File: src/rtl/std_pipe_pkg.sv
// Shared types and helpers for the std_pipe_reg pipeline slice.
package std_pipe_pkg;

    // Per-edge action applied uniformly to every stage of the pipe.
    typedef enum logic [1:0] {
        SHIFT = 2'b00,
        HOLD  = 2'b01,
        CLEAR = 2'b10
    } stage_ctrl_e;

    // Bits needed to count 0..depth valid stages.
    function automatic int unsigned occ_width(input int unsigned depth);
        return $clog2(depth + 1);
    endfunction

    // Flush wins over stall; a plain cycle shifts.
    function automatic stage_ctrl_e stage_ctrl(input logic stall, input logic flush);
        if (flush) begin
            return CLEAR;
        end
        if (stall) begin
            return HOLD;
        end
        return SHIFT;
    endfunction

endpackage

File: src/rtl/std_pipe_reg_stage.sv
// One pipeline stage: a data register plus its valid bit.
module std_pipe_stage
    import std_pipe_pkg::*;
#(
    parameter int unsigned       WIDTH     = 32,
    parameter logic [WIDTH-1:0]  RESET_VAL = '0
) (
    input  logic             clk,
    input  logic             reset_n,
    input  logic [WIDTH-1:0] d,
    input  logic             v_in,
    input  stage_ctrl_e      ctrl,
    output logic [WIDTH-1:0] q,
    output logic             v_out
);

    // Valid bit follows the upstream valid on a shift, drops on clear.
    always_ff @(posedge clk or negedge reset_n) begin
        if (!reset_n) begin
            v_out <= 1'b0;
        end else begin
            case (ctrl)
                SHIFT:   v_out <= v_in;
                CLEAR:   v_out <= 1'b0;
                default: v_out <= v_out;
            endcase
        end
    end

    // Data only captures real data; bubbles and clears leave it untouched.
    always_ff @(posedge clk or negedge reset_n) begin
        if (!reset_n) begin
            q <= RESET_VAL;
        end else if (ctrl == SHIFT && v_in) begin
            q <= d;
        end
    end

endmodule

File: src/rtl/std_pipe_reg.sv
// Stallable, flushable DEPTH-stage register pipe with occupancy tracking.
module std_pipe_reg
    import std_pipe_pkg::*;
#(
    parameter int unsigned      WIDTH     = 32,
    parameter int unsigned      DEPTH     = 4,
    parameter logic [WIDTH-1:0] RESET_VAL = '0
) (
    input  logic                            clk,
    input  logic                            reset_n,
    input  logic [WIDTH-1:0]                in,
    input  logic                            write_en,
    input  logic                            stall,
    input  logic                            flush,
    output logic [WIDTH-1:0]                out,
    output logic                            out_valid,
    output logic                            done,
    output logic [occ_width(DEPTH)-1:0]     occupancy
);

    localparam int unsigned OCC_W = occ_width(DEPTH);

    stage_ctrl_e        ctrl;
    logic [WIDTH-1:0]   chain_d [DEPTH+1];
    logic               chain_v [DEPTH+1];
    logic [OCC_W-1:0]   occ_next;

    // One control word shared by all stages.
    always_comb begin
        ctrl = stage_ctrl(stall, flush);
    end

    // Element 0 of the chain is the producer, element DEPTH the final stage.
    assign chain_d[0] = in;
    assign chain_v[0] = write_en;

    for (genvar i = 0; i < DEPTH; i++) begin : g_stage
        std_pipe_stage #(
            .WIDTH     (WIDTH),
            .RESET_VAL (RESET_VAL)
        ) u_stage (
            .clk     (clk),
            .reset_n (reset_n),
            .d       (chain_d[i]),
            .v_in    (chain_v[i]),
            .ctrl    (ctrl),
            .q       (chain_d[i+1]),
            .v_out   (chain_v[i+1])
        );
    end

    assign out       = chain_d[DEPTH];
    assign out_valid = chain_v[DEPTH];

    // Pulse when the final stage is loaded with a valid datum by a shift.
    always_ff @(posedge clk or negedge reset_n) begin
        if (!reset_n) begin
            done <= 1'b0;
        end else begin
            done <= (ctrl == SHIFT) && chain_v[DEPTH-1];
        end
    end

    // Incremental count: one in from the producer, one out of the final stage.
    always_comb begin
        occ_next = occupancy;
        case (ctrl)
            SHIFT:   occ_next = occupancy + OCC_W'(write_en) - OCC_W'(out_valid);
            CLEAR:   occ_next = '0;
            default: occ_next = occupancy;
        endcase
    end

    // Occupancy register.
    always_ff @(posedge clk or negedge reset_n) begin
        if (!reset_n) begin
            occupancy <= '0;
        end else begin
            occupancy <= occ_next;
        end
    end

endmodule

File: config.mk
export PLATFORM = sky130hd
export DESIGN_NAME = std_pipe_reg
export DESIGN_NICKNAME = d
export VERILOG_FILES = /design/src/rtl/std_pipe_pkg.sv /design/src/rtl/std_pipe_reg_stage.sv /design/src/rtl/std_pipe_reg.sv
export SDC_FILE = /design/constraint.sdc
export NUM_CORES = 1
export LEC_CHECK = 0
export ABC_AREA = 1
export CAP_MARGIN = 20
export CELL_PAD_IN_SITES_DETAIL_PLACEMENT = 2
export CELL_PAD_IN_SITES_GLOBAL_PLACEMENT = 2
export CORE_ASPECT_RATIO = 0.7
export CORE_MARGIN = 1.5
export CORE_UTILIZATION = 34
export DETAILED_ROUTE_END_ITERATION = 7
export PLACE_DENSITY = 0.76
export SLEW_MARGIN = 5
export SYNTH_ARGS = -nofsm -noshare
export SYNTH_HDL_FRONTEND = slang
export SYNTH_SLANG_ARGS = --single-unit
File: constraint.sdc
create_clock -name clk -period 2.1 [get_ports clk]
set_input_delay 0.525 -clock clk [delete_from_list [all_inputs] [get_ports clk]]
set_output_delay 0.525 -clock clk [all_outputs]
set_load 0.005 [all_outputs]
## Yosys cells after proc, flatten, opt, wreduce, memory -nomap -nowiden

Index checks and enable logic that the tools add are counted.

| word-level totals | value |
|---|---|
| bits in registers | 136 |
| input port bits | 37 |
| output and inout bits | 37 |
| logic and storage cells | 31 |

| cells by class | value |
|---|---|
| add/sub/neg operators | 2 |
| eq/ne operators | 1 |
| mux-type cells | 12 |
| reduce and logical (&&, ||, !) cells | 6 |

Operators by type and width:

| cell | number |
|---|---|
| $mux W2 | 4 |
| $pmux W1 S2 | 4 |
| $pmux W3 S2 | 1 |
| $logic_and A1 B1 Y1 | 4 |
| $add A3 B1 Y3 | 1 |
| $mux W1 | 3 |
| $sub A3 B1 Y3 | 1 |
| $eq A2 B2 Y1 const B | 1 |
| $logic_not A2 Y1 | 1 |
| $reduce_bool A2 Y1 | 1 |

## Longest topological paths before layout

Gate-level depths: netlist (run 1).

| depth | value |
|---|---|
| word-level depth | 6 |
| mapped depth | 9 |
| gate-level depth less buffers | 9 |

## Cells and area by module

From an unflattened synthesis (run 1), not the netlist that was laid out.

| second synthesis, totals | value |
|---|---|
| cell total of the unflattened synthesis | 603 |
| area, all modules | 5,522.8 µm² |

By module, submodules not included:

| module | instances | cells each | area each (µm²) | seq. area each (µm²) |
|---|---|---|---|---|
| std_pipe_stage | 4 | 143 | 1,320.0 | 825.8 |
| std_pipe_reg | 1 | 31 | 242.7 | 100.1 |

## Worst setup path before layout (run 1)

OpenSTA, ideal clock, no wires.

| path | value |
|---|---|
| kind | reg2reg |
| start point | reg g_stage[3].u_stage.v_out |
| end point | reg occupancy[2] |
| library setup time | 0.118 ns |
| data arrival time | 1.469 ns |
| data required time | 1.982 ns |
| slack | 0.513 ns |
| cell stages (with the launch flop) | 9 |
| path buffers | 0 |
| clock period less this slack | 1.587 ns |
| path through | dfrtp_1 -> ha_1 -> inv_1 -> ha_1 -> fa_1 -> inv_1 -> nand3_1 -> nand3_1 -> nand2_1 |

| between the ends | value |
|---|---|
| longest elaborated chain between the ends | 2 |

RTL lines:

| element | line | source |
|---|---|---|
| from (decl) | std_pipe_reg_stage.sv:14 | `output logic v_out` |
| from (signal assigned) | std_pipe_reg_stage.sv:23 | `SHIFT: v_out <= v_in;` |
| from (signal assigned) | std_pipe_reg_stage.sv:25 | `default: v_out <= v_out;` |
| $sub A3 B1 Y3 | std_pipe_reg.sv:68 | `SHIFT: occ_next = occupancy + OCC_W'(write_en) - OCC_W'(out_valid);` |
| $pmux W3 S2 | std_pipe_reg.sv:67 | `case (ctrl)` |
| to (signal assigned) | std_pipe_reg.sv:79 | `occupancy <= occ_next;` |
| to (decl) | std_pipe_reg.sv:18 | `output logic [occ_width(DEPTH)-1:0] occupancy` |

Every way passes these cells.
A chain may end at the register's enable or synchronous reset.

## Final worst setup path (run 1)

| path | value |
|---|---|
| start point | reg occupancy[2] |
| end point | out occupancy[2] |

No word-level cell between the ends.

==> results summary, run 1 <==
The shortest period the worst path allows came out at 1920 ps. The placed cell count is 795. Detailed placement finished with a half-perimeter wire length of 9360 microns.

The number of nets produced by synthesis is 613. After synthesis, the cell types taking the most area are sky130_fd_sc_hd__dfrtp_1 (63%), sky130_fd_sc_hd__nand2_1 (11%), sky130_fd_sc_hd__buf_4 (4.6%). The total grt overflow is 0. The number of enable-type register cells in the synthesized netlist is 0. The final cell count without fillers came out at 823.

The mean instance size in the synthesized netlist is 9.39 sq um. The number of gates resized after cts came out at 0. The worst-case clock skew came out at 4.76 ps. Synthesis handed over a netlist of 573 instances. The total wirelength of the detailed-routed design is 13600 microns. The share of the clock period used by the worst path after layout is 91.3%. The final routed DRC violation total came out at 0. The Yosys warning count is 0.

The post-detailed-route count of antenna-violating nets came out at 0. The tree is rooted in a sky130_fd_sc_hd__clkbuf_16. TritonCTS built the clock tree. Clock-pin slew was measured on the worst setup and hold paths at 50 ps.

After clock tree synthesis, the setup repair step added 0 buffers. The number of clock sinks came out at 136. In this run the deepest clock path goes through 2 buffers.

The family of cells with the greatest summed delay on the critical path is buffers and inverters. Dividing the detail-routed wire length by the instance count gives 16.5 microns. The maximum VDD drop came out at 0.527 mV.

The setup violation total in the final timing report came out at 0. The most frequently used flop master after synthesis is sky130_fd_sc_hd__dfrtp_1. For this run, the slowest stage of the critical path takes 540 ps. The core box area is 0.0155 sq mm.

The summed negative setup slack over all endpoints is 0 ps. The hold violation total from the final report came out at 0. The launching element type of the critical path is a register. The H-tree level count is 4.

The worst setup path is of the reg2out kind. The pin slew with the least headroom to its limit is 582 ps. The first-iteration detailed-routing DRC count is 198. The critical path goes through clkdlybuf4s50_1. In the synthesized netlist, the cells that appear most often are sky130_fd_sc_hd__nand2_1 (153), sky130_fd_sc_hd__dfrtp_1 (136), sky130_fd_sc_hd__inv_1 (55), sky130_fd_sc_hd__a21oi_1 (47), sky130_fd_sc_hd__nor2_1 (47). sky130_fd_sc_hd__nand2_1 is the most common cell in the netlist. The total iterations of the first detailed-routing run is 4. The effective utilization at floorplan came out at 34.7%. The later-pin clock latency in the skew report is 410 ps. The largest net degree at the start of global routing is 60. The count of pins on the block boundary is 74. The count of state elements after synthesis came out at 136. The overall fraction of global-route tracks in use came out at 17.8%. The wire length of the first global-routing pass came out at 22400 microns. The largest fanout on the critical path is 5.

Setup repair after global routing left no endpoint under its margin. At the worst endpoint, the required time is 1570 ps. The number of buffers inserted during clock tree synthesis came out at 17. The number of input and output port buffers inserted came out at 73. The number of antenna violations at the first check in global routing came out at 0. The total die area is 0.0166 sq mm. The floorplan step set the die height to 108 microns. Using the TritonRoute via totals, the vias-per-cell ratio works out to 4.61. The number of rows in the core area is 38. The worst hold-check path type is in2async.

The number of hold-repair buffers added at the cts stage came out at 0. The highest attainable clock frequency came out at 521 MHz. The headroom to the max-slew limit came out at 61.2%. The sequential element share of the synthesized area is 63.3%. The flow ran to the end, and the final reports show no timing, DRC or antenna violations. The post-synthesis async set-or-reset flop share is 100%.

The unique cell type count in the Yosys netlist came out at 16. The detailed router placed 3791 vias in this run. The area share of the leading cell type in the synthesized netlist came out at 63.3%. sky130_fd_sc_hd__dfrtp_1 takes more of the synthesized area than any other cell. The layout overhead on the synthesized area is 24.4%. The chip width came out at 153 microns. The combined buffer and inverter count along the critical path is 1. Summing every instance area after synthesis gives 0.00538 sq mm. The global placer's final weighted congestion is 0.744. Data on the critical path arrives at its endpoint at 1390 ps.

The count of pins over their slew limit is 0. The fraction of layout cells with a size suffix above 1 is 6.26%. STA classifies the critical path endpoint as an output pin. In this run the static leakage power is 0.00341 uW. The number of nets in the layout is 654. The slowest stage cell on the critical path is sky130_fd_sc_hd__clkdlybuf4s50_1. The tool flagged a number of max-cap violations equal to 0. The via count of the first global-routing pass is 4114. The number of inserted diodes is 0. In this run the power density over the cells is 1070 mW/mm^2.
-- flip-flops by register name (all words and copies together) (netlist names) --
| signal | flops |
|---|---|
| g_stage.u_stage.q | 128 |
| done | 1 |
| occupancy | 3 |
| g_stage.u_stage.v_out | 4 |
-- path summary, 6_finish.rpt --
path / start / end / slack [ps] / cells after the start
worst max-delay path: occupancy[2] / occupancy[2] / 180 / 1
worst min-delay path: reset_n / g_stage[3].u_stage.q[8] / 30 / 1
worst max register to register: g_stage[3].u_stage.v_out / occupancy[2] / 400 / 8
worst min register to register: g_stage[3].u_stage.q[16] / g_stage[3].u_stage.q[16] / 480 / 2
max in group asynchronous: reset_n / g_stage[0].u_stage.q[22] / 1440 / 2
min in group clk: g_stage[3].u_stage.q[16] / g_stage[3].u_stage.q[16] / 480 / 2
-- power breakdown --
part           total, uW  leakage [uW]  switching [uW]  internal (uW)
Clock               2850      0.000272            1040           1810
Combinational        910       0.00147             498            412
Sequential          3410       0.00167             288           3130
Total               7170       0.00341            1820           5350
-- logic make-up (layout without fill, tap and decap cells) --
| family | count (synthesis) | count (layout) | synth area share (%) |
|---|---|---|---|
| AO/OA/AOI/OAI | 96 | 96 | 8.93 |
| flip-flops | 136 | 136 | 63.3 |
| adder cells (fa/ha/maj) | 3 | 3 | 0.838 |
| AND/OR/NAND/NOR | 221 | 221 | 16.0 |
| buffers and inverters | 117 | 167 | 10.9 |
-- through the flow --
step	power, uW	instance area [sq um]	setup WS [ps]	hold WS [ps]	utilization, %
final	7170	6690	182	34.2	43.2
after global routing	7550	6690	113	54.7	43.2
after CTS	7260	6690	160	43.6	43.2
after detailed placement	4370	6140	73.8	459	39.6
after global placement	4260	6140	119	455	39.6
after floorplan	3890	5380	513	229	-
-- layout by cell type, fill, tap and decap left out --
| cell type | synthesis | routed |
|---|---|---|
| sky130_fd_sc_hd__clkinv_2 | 0 | 2 |
| sky130_fd_sc_hd__clkbuf_16 | 0 | 17 |
| sky130_fd_sc_hd__clkdlybuf4s50_1 | 0 | 72 |
| sky130_fd_sc_hd__nor2_1 | 47 | 47 |
| sky130_fd_sc_hd__a21oi_1 | 47 | 47 |
| sky130_fd_sc_hd__buf_6 | 0 | 1 |
| sky130_fd_sc_hd__dfrtp_1 | 136 | 136 |
| sky130_fd_sc_hd__o21ai_0 | 21 | 21 |
| sky130_fd_sc_hd__buf_4 | 33 | 4 |
| sky130_fd_sc_hd__clkbuf_1 | 8 | 4 |
| sky130_fd_sc_hd__nor2_4 | 1 | 1 |
| sky130_fd_sc_hd__nand3_1 | 20 | 20 |
| sky130_fd_sc_hd__fa_1 | 1 | 1 |
| sky130_fd_sc_hd__nand2_2 | 0 | 2 |
| sky130_fd_sc_hd__bufinv_16 | 0 | 2 |
| sky130_fd_sc_hd__buf_12 | 0 | 6 |
| sky130_fd_sc_hd__o21ai_1 | 28 | 28 |
| sky130_fd_sc_hd__nand2_1 | 153 | 151 |
| sky130_fd_sc_hd__inv_1 | 55 | 55 |
| sky130_fd_sc_hd__inv_2 | 1 | 1 |
| sky130_fd_sc_hd__ha_1 | 2 | 2 |
| sky130_fd_sc_hd__clkbuf_8 | 0 | 3 |
-- final cells by class --
type                    instances  area [sq um]
inverters                      56           210
fillers                      1641          8810
clock inverters                 4          70.1
well taps                     200           250
flip-flops and latches        136          3400
multi-input cells             320          1390
clock buffers                  24           482
repair buffers                 83           882
-- per-layer routing --
metal	track usage (%)	vias to the layer above	part of all wire (%)
met3	4.41	11	3.9
met4	4.41	0	0.69
met5	0	-	0
met1	25.1	1885	50
met2	27.8	65	45
li1	-	1830	-
No activity file was read; power rests on OpenSTA's default activity.
==> run 2, diff against run 1 <==
Settings changed: CORE_ASPECT_RATIO 0.7 to 1.2, RECOVER_POWER set to 50.
==> results summary, run 2 (synthesis results as in run 1) <==
The flow ran to the end, and the final reports show no timing, DRC or antenna violations. The first-iteration detailed-routing DRC count came out at 172. The shortest period the worst path allows came out at 1940 ps. The number of inserted diodes came out at 0. The largest buffer count on any clock path is 2. The total iterations of the first detailed-routing run came out at 4.

The worst hold-check path type is in2async. The number of input and output port buffers inserted came out at 73. The setup check on the worst reg-to-reg path leaves a slack of 360 ps. Counting the buffers created by CTS gives 17. The largest registers in the layout are g_stage.u_stage.q: 128 flops, g_stage.u_stage.v_out: 4 flops, occupancy: 3 flops. The worst setup path is captured at a register. The worst-case clock skew came out at 6.94 ps. The net count of the finished layout is 658. Clock tree synthesis selected as its root buffer the cell sky130_fd_sc_hd__clkbuf_16. The hold violation total from the final report is 0. The die is 118 microns wide. The H-tree level count came out at 4.

Dividing the detail-routed via count by the number of cells gives 4.63. The CTS tree is yes. Once detail routing completed, the nets flagged for antenna violations numbered 0. The number of gates resized after cts came out at 0.

After floorplanning, the core was divided into 50 placement rows. Setup total negative slack on the finished layout was measured at 0 ps. The power density of the placed cells is 1110 mW/mm^2. The highest attainable clock frequency came out at 516 MHz.

Leaving out fill and tap cells, the most frequent cell in the layout is sky130_fd_sc_hd__nand2_1. The layout overhead on the synthesized area came out at 25.0%. The final design instance area without fill came out at 0.00672 sq mm. The pin slew with the least headroom to its limit came out at 1220 ps. The floorplan step defined a core boundary enclosing 0.0155 sq mm. The height of the chip came out at 141 microns. The clock-pin transition on the worst setup and hold timing paths came out at 60 ps. The via count of the first global-routing pass came to 4453. The overall fraction of global-route tracks in use is 18.3%. The maximum VDD drop came out at 0.476 mV.

The number of hold-repair buffers added at the cts stage came out at 0. The half-perimeter wire length after detailed placement came out at 9110 microns. The total die area is 0.0166 sq mm. Across the run, the number of max-cap violations was 0. The headroom to the max-slew limit came out at 18.5%. The number of buffers added for setup after CTS is 0. The share of the clock period used by the worst path after layout is 92.2%. The setup violation total in the final timing report came out at 0. The design draws 7450 uW. The total wirelength of the detailed-routed design is 14000 microns. The number of antenna violations at the first check in global routing is 0. The congestion estimate from routability-driven global placement came to 0.695. The via count is 3884. The register with the most flip-flops in the layout has 128 of them. The largest net degree at the start of global routing came out at 56. The first global-routing pass estimated 23900 microns of wire. After detailed routing, the number of remaining DRC violations is 0. The fraction of layout cells with a size suffix above 1 came out at 6.83%.

Clock latency on the worst-skew pair, taken at its later pin, is 410 ps. The required arrival time at the worst endpoint is 2370 ps. For this design the static power due to leakage is 0.00342 uW.

The largest fanout on the critical path is 21. For this design, the sink count on the clock tree is 136. The count of pins over their slew limit came out at 0. The top cell types in the final layout, fill and taps aside, are sky130_fd_sc_hd__nand2_1 (153), sky130_fd_sc_hd__dfrtp_1 (136), sky130_fd_sc_hd__clkdlybuf4s50_1 (71). The worst path arrival time is 2200 ps. The effective utilization at floorplan came out at 34.7%.

STA classifies the critical path startpoint as an input port. The placed cell area is 0.00615 sq mm. Setup repair after global routing left no endpoint under its margin. The critical setup path kind is in2reg. For this design the top-level I/O count stands at 74. The register with the most flip-flops is g_stage.u_stage.q.

The routed wire length per instance is 16.7 microns. The total grt overflow is 0.
-- run 2: changes by cell type in the layout (fill, tap and decap cells not counted), sizes merged --
cell           previous run  this run
clkinvlp                  0         2
bufinv                    2         4
clkbuf                   24        28
clkdlybuf4s50            72        71
buf                      11         6
clkinv                    2         6
dlygate4sd3               0         1
-- run 2: final timing paths --
| kind | start | to | depth (start not counted) |
|---|---|---|---|
| worst max-delay path | flush | g_stage[0].u_stage.q[4] | 6 |
| worst min-delay path | reset_n | g_stage[0].u_stage.q[26] | 1 |
| worst max register to register | g_stage[1].u_stage.v_out | g_stage[2].u_stage.q[18] | 4 |
| worst min register to register | g_stage[3].u_stage.q[12] | g_stage[3].u_stage.q[12] | 2 |
| max in group asynchronous | reset_n | g_stage[1].u_stage.q[18] | 2 |
| min in group clk | g_stage[3].u_stage.q[12] | g_stage[3].u_stage.q[12] | 2 |
-- run 2: where the power goes --
| part | leakage, uW | internal (uW) | switching, uW | total, uW |
|---|---|---|---|---|
| logic | 0.00145 | 405 | 514 | 919 |
| clock network | 0.000299 | 2010 | 1110 | 3120 |
| registers | 0.00167 | 3130 | 277 | 3400 |
-- run 2: final cells by class --
class,count,area (sq um)
Sequential cell,136,3400
Fill cell,1717,8790
Multi-Input combinational cell,320,1390
Tap cell,208,260
Inverter,56,210
Clock buffer,19,443
Clock inverter,12,176
Timing Repair Buffer,87,841
-- run 2: metrics by stage --
stage / hold WS [ps] / utilization (%) / instances / setup WS [ps]
after global routing: 437 / 43.3 / 838 / 86.5
after floorplan: 229 / - / 573 / 513
after global placement: 458 / 39.7 / 807 / 139
after detailed placement: 465 / 39.7 / 807 / 61.0
final: 349 / 43.3 / 838 / 163
after CTS: 48.1 / 43.7 / 838 / 193
-- run 2: layer usage --
metal  global-route usage [%]  up-vias  part of all wire (%)
li1                         -     1835                     -
met1                     23.3     1958                    45
met2                     31.3       73                    51
met3                     3.64       18                   2.7
met4                     6.35        0                   1.6
met5                        0        -                     0
-- run 2: worst max-delay path, cell delays in order --
cell	delay, ps
sky130_fd_sc_hd__dlygate4sd3_1	590
sky130_fd_sc_hd__nor2_4	250
sky130_fd_sc_hd__nand2_1	190
sky130_fd_sc_hd__clkbuf_2	330
sky130_fd_sc_hd__nor2_1	230
sky130_fd_sc_hd__a21oi_1	90
==> run 3, diff against run 2 <==
Settings changed: CTS_CLUSTER_DIAMETER set to 40.
==> results of run 3 <==
Final layout, timing and power as in run 2 (identical DEF).
